File: src/rtl/cory_demux.sv
// rtl/cory_demux.sv - one-to-R stream demultiplexer with a single holding slot per output port
// A beat is routed by i_a_s into that port's slot; out-of-range selects are accepted and dropped.
module cory_demux #(
  parameter int N = 8,
  parameter int R = 2,
  parameter int S = 1,
  parameter int D = R*N
) (
  input  logic         clk,
  input  logic         reset_n,
  input  logic         i_a_v,
  input  logic [N-1:0] i_a_d,
  input  logic [S-1:0] i_a_s,
  output logic         o_a_r,
  output logic [R-1:0] o_zx_v,
  output logic [D-1:0] o_zx_d,
  input  logic [R-1:0] i_zx_r,
  output logic         o_drop
);

  logic [R-1:0]        slot_v;
  logic [R-1:0][N-1:0] slot_d;
  logic [R-1:0]        load;
  logic                in_range;

  assign in_range = ({1'b0, i_a_s} < (S+1)'(R));

  // Ready only looks at the addressed slot, so a stalled port never blocks the others.
  always_comb begin
    o_a_r = 1'b1;
    for (int k = 0; k < R; k++) begin
      if (reset_n && (i_a_s == S'(k))) begin
        o_a_r = !slot_v[k] || i_zx_r[k];
      end
    end
  end

  always_comb begin
    load = '0;
    for (int k = 0; k < R; k++) begin
      load[k] = reset_n && i_a_v && o_a_r && (i_a_s == S'(k));
    end
  end

  always_ff @(posedge clk) begin
    if (!reset_n) begin
      slot_v <= '0;
      slot_d <= '0;
      o_drop <= 1'b0;
    end else begin
      for (int k = 0; k < R; k++) begin
        if (load[k]) begin
          slot_v[k] <= 1'b1;
          slot_d[k] <= i_a_d;
        end else if (i_zx_r[k]) begin
          slot_v[k] <= 1'b0;
        end
      end
      o_drop <= i_a_v && !in_range;
    end
  end

  assign o_zx_v = slot_v;
  assign o_zx_d = slot_d;

endmodule

File: config.mk
export PLATFORM = sky130hd
export DESIGN_NAME = cory_demux
export DESIGN_NICKNAME = d
export VERILOG_FILES = /design/src/rtl/cory_demux.sv
export SDC_FILE = /design/constraint.sdc
export NUM_CORES = 1
export LEC_CHECK = 0
export ABC_AREA = 1
export CAP_MARGIN = 20
export CORE_MARGIN = 4
export CORE_UTILIZATION = 40
export DETAILED_ROUTE_END_ITERATION = 16
export PLACE_DENSITY = 0.75
export SYNTH_ARGS = -nofsm -noshare
export SYNTH_HDL_FRONTEND = slang
export SYNTH_SLANG_ARGS = --single-unit
File: constraint.sdc
create_clock -name clk -period 1.3 [get_ports clk]
set_input_delay 0.195 -clock clk [delete_from_list [all_inputs] [get_ports clk]]
set_output_delay 0.195 -clock clk [all_outputs]
set_load 0.005 [all_outputs]
==> results.sh <==
export IMPL_status="finished clean"
export IMPL_drt_initial_drc_count=20
export IMPL_drcViolationCount=0
export IMPL_dieWidth_um=54.3
export IMPL_start_kind="input port"
export IMPL_nFillCells=187
export IMPL_vias=826
export IMPL_p_leak_nw=0.674
export IMPL_dpl_hpwl_mm=1.44
export IMPL_r2r_slack_ns=0.19
export IMPL_cts_path_max_buffers=2
export IMPL_nets=172
export IMPL_dieArea_um2=2950
export IMPL_yosysUniqueCellTypes=14
export IMPL_required_ns=1.11
export IMPL_post_cts_buffers=0
export IMPL_clk_latency_ns=0.29
export IMPL_firstDrtPassIters=4
export IMPL_antenna_cells=0
export IMPL_chipHeight_um=54.3
export IMPL_grt_max_degree=18
export IMPL_r2r_end="o_zx_d[9]$_SDFFE_PN0P_"
export IMPL_ff2ff_path_depth=8
export IMPL_port_buffer_count=32
export IMPL_max_vdd_ir_drop_mv=0.665
export IMPL_path_clk_slew_ns=0.11
export IMPL_setup_tns_ns=0
export IMPL_cts_tree="built"
export IMPL_drv_slew=0
export IMPL_cp_startpoint="i_zx_r[1]"
export IMPL_drive_gt1_share_pct=25.5
export IMPL_synth_area_um2=857
export IMPL_cts_sink_count=18
export IMPL_hold_viol=0
export IMPL_crit_path_end="o_a_r"
export IMPL_finalCriticalPeriod_ns=1.19
export IMPL_h_tree_depth=1
export IMPL_cts_root_buf="clkbuf_4"
export IMPL_setup_viol=0
export IMPL_crit_path_max_fanout=2
export IMPL_endpoint_kind="primary output"
export IMPL_comb_power_share_pct=17.7
export IMPL_p_sw_w=0.000295
export IMPL_swShare_pct=25.8
export IMPL_fin_crit_sh_pct=91.7
export IMPL_ys_seq_area_share_pct=42.0
export IMPL_grtUsageTotal_pct=15.1
export IMPL_hp_class="flop to flop"
export IMPL_reg2reg_from="o_zx_v[1]$_SDFFE_PN0P_"
export IMPL_fin_skew_ns=0.00219
export IMPL_rows=16
export IMPL_synth_warning_count=0
export IMPL_postRouteWirelength_mm=2.02
export IMPL_hold_slack_ns=0.489
export IMPL_synthToLayoutAreaGrowth_pct=46.6
export IMPL_initial_core_util_pct=42.8
export IMPL_fin_cells=184
export IMPL_grt_pass1_vias=771
export IMPL_gr_total_overflow=0
export IMPL_rsz0062_at_grt="no"
export IMPL_syn_mean_instance_area_um2=7.26
export IMPL_clkPwrFrac_pct=30.7
export IMPL_grt_antenna_before_repair=0
export IMPL_critPathArrivalTime_ns=1.00
export IMPL_power_density_nw_per_um2=911
export IMPL_cts_buffers=3
export IMPL_placed_cells=179
export IMPL_pwr_share_seq_pct=51.5
export IMPL_place_gp_congestion=0.740
export IMPL_netlist_instances=118
export IMPL_wl_per_cell_um=11.0
export IMPL_synth_seq_cells=18
export IMPL_fin_util_pct=62.7
export IMPL_cts_hold_buf=0
export IMPL_final_common_cell="inv_1"
export IMPL_fmax_mhz=838
export IMPL_vias_per_cell=4.49
export IMPL_grt_pass1_wl_mm=3.28
export IMPL_syn_nets=132
export IMPL_path_class="input port to primary output"
export IMPL_core_area_um2=2000
export IMPL_p_int_w=0.000849
export IMPL_ios=34
export IMPL_layout_common_cells="inv_1 (26), nor2_1 (24), dlygate4sd2_1 (20), dfxtp_2 (18), nand2_1 (17)"
export IMPL_antenna_left=0
export IMPL_cap_violations=0
## kinds of logic after synthesis
group           count (synthesis)  share of synthesized area (%)
simple gates                   56                           34.2
flops                          18                           42.0
compound gates                 10                           5.84
buf+inv                        33                           17.5
other cells                     1                          0.438
## area by class of cell
| type | count | area (µm²) | share of cell area (%) |
|---|---|---|---|
| Clock buffer | 4 | 36.3 | 2.89 |
| Inverter | 29 | 109 | 8.67 |
| Multi-Input combinational cell | 68 | 359 | 28.6 |
| Sequential cell | 18 | 383 | 30.5 |
| Tap cell | 27 | 33.8 | 2.69 |
| Timing Repair Buffer | 38 | 335 | 26.7 |
## worst max-delay path, cell delays in order
cell and delay, ns:
clkdlybuf4s50_1 0.47, inv_2 0.04, nand2_4 0.06, nand2_4 0.05, nand3_4 0.07, clkbuf_2 0.11
## repair_timing
item | CTS | global route
endpoints found under the hold margin | 0 | 0
setup endpoints to repair | 19 | 2
cloned | 0 | 1
gates resized for setup | 42 | 1
## power groups by stage
| stage | logic [W] | registers, W | clock network (W) |
|---|---|---|---|
| 4_1_cts | 0.000201 | 0.000590 | 0.000358 |
| 6_report | 0.000203 | 0.000590 | 0.000351 |
| 2_1_floorplan | 0.000106 | 0.000601 | 0 |
| 3_5_place_dp | 0.000216 | 0.000599 | 0 |
| 3_3_place_gp | 0.000211 | 0.000598 | 0 |
| 5_1_grt | 0.000229 | 0.000592 | 0.000384 |
## registers in the layout, summed over array words and instances, names as in the netlist
register  cells
o_zx_v        2
o_zx_d       16
## routing by layer
layer | vias to the layer above | track usage (%) | wire (µm)
li1 | 430 | - | -
met1 | 365 | 17.4 | 873
met2 | 29 | 26.9 | 983
met3 | 2 | 4.09 | 147
met4 | 0 | 4.56 | 11
met5 | - | 0 | 0
## cells in the mapped netlist (all sizes together)
library cell | number | area, µm²
buf | 4 | 41.3
a21oi | 10 | 50.1
inv | 29 | 109
nor2 | 24 | 90.1
nand2 | 21 | 96.3
nand3 | 2 | 35.0
nand4 | 9 | 71.3
conb | 1 | 3.75
dfxtp | 18 | 360
## per-stage QoR
stage | worst slack, ns | total power (W) | instance area [µm²]
3_3_place_gp | -0.327 | 0.000809 | 1210
5_1_grt | 0.0187 | 0.00121 | 1260
4_1_cts | 0.00617 | 0.00115 | 1250
3_5_place_dp | -0.355 | 0.000815 | 1210
2_1_floorplan | 0.297 | 0.000707 | 857
6_report | 0.107 | 0.00114 | 1260
## how the worst min path moves through the flow
| stage | depth (start not counted) | slack, ns | to | startpoint |
|---|---|---|---|---|
| global placement | 2 | 0.47 | o_zx_d[7]$_SDFFE_PN0P_ | o_zx_d[7]$_SDFFE_PN0P_ |
| floorplan | 3 | 0.40 | o_zx_v[1]$_SDFFE_PN0P_ | i_zx_r[1] |
| CTS | 2 | 0.49 | o_zx_d[2]$_SDFFE_PN0P_ | o_zx_d[2]$_SDFFE_PN0P_ |
| global route | 2 | 0.51 | o_zx_d[7]$_SDFFE_PN0P_ | o_zx_d[7]$_SDFFE_PN0P_ |
| finish | 2 | 0.49 | o_zx_d[2]$_SDFFE_PN0P_ | o_zx_d[2]$_SDFFE_PN0P_ |
| detailed placement | 2 | 0.48 | o_zx_d[2]$_SDFFE_PN0P_ | o_zx_d[2]$_SDFFE_PN0P_ |
No activity file was read; power rests on OpenSTA's default activity.
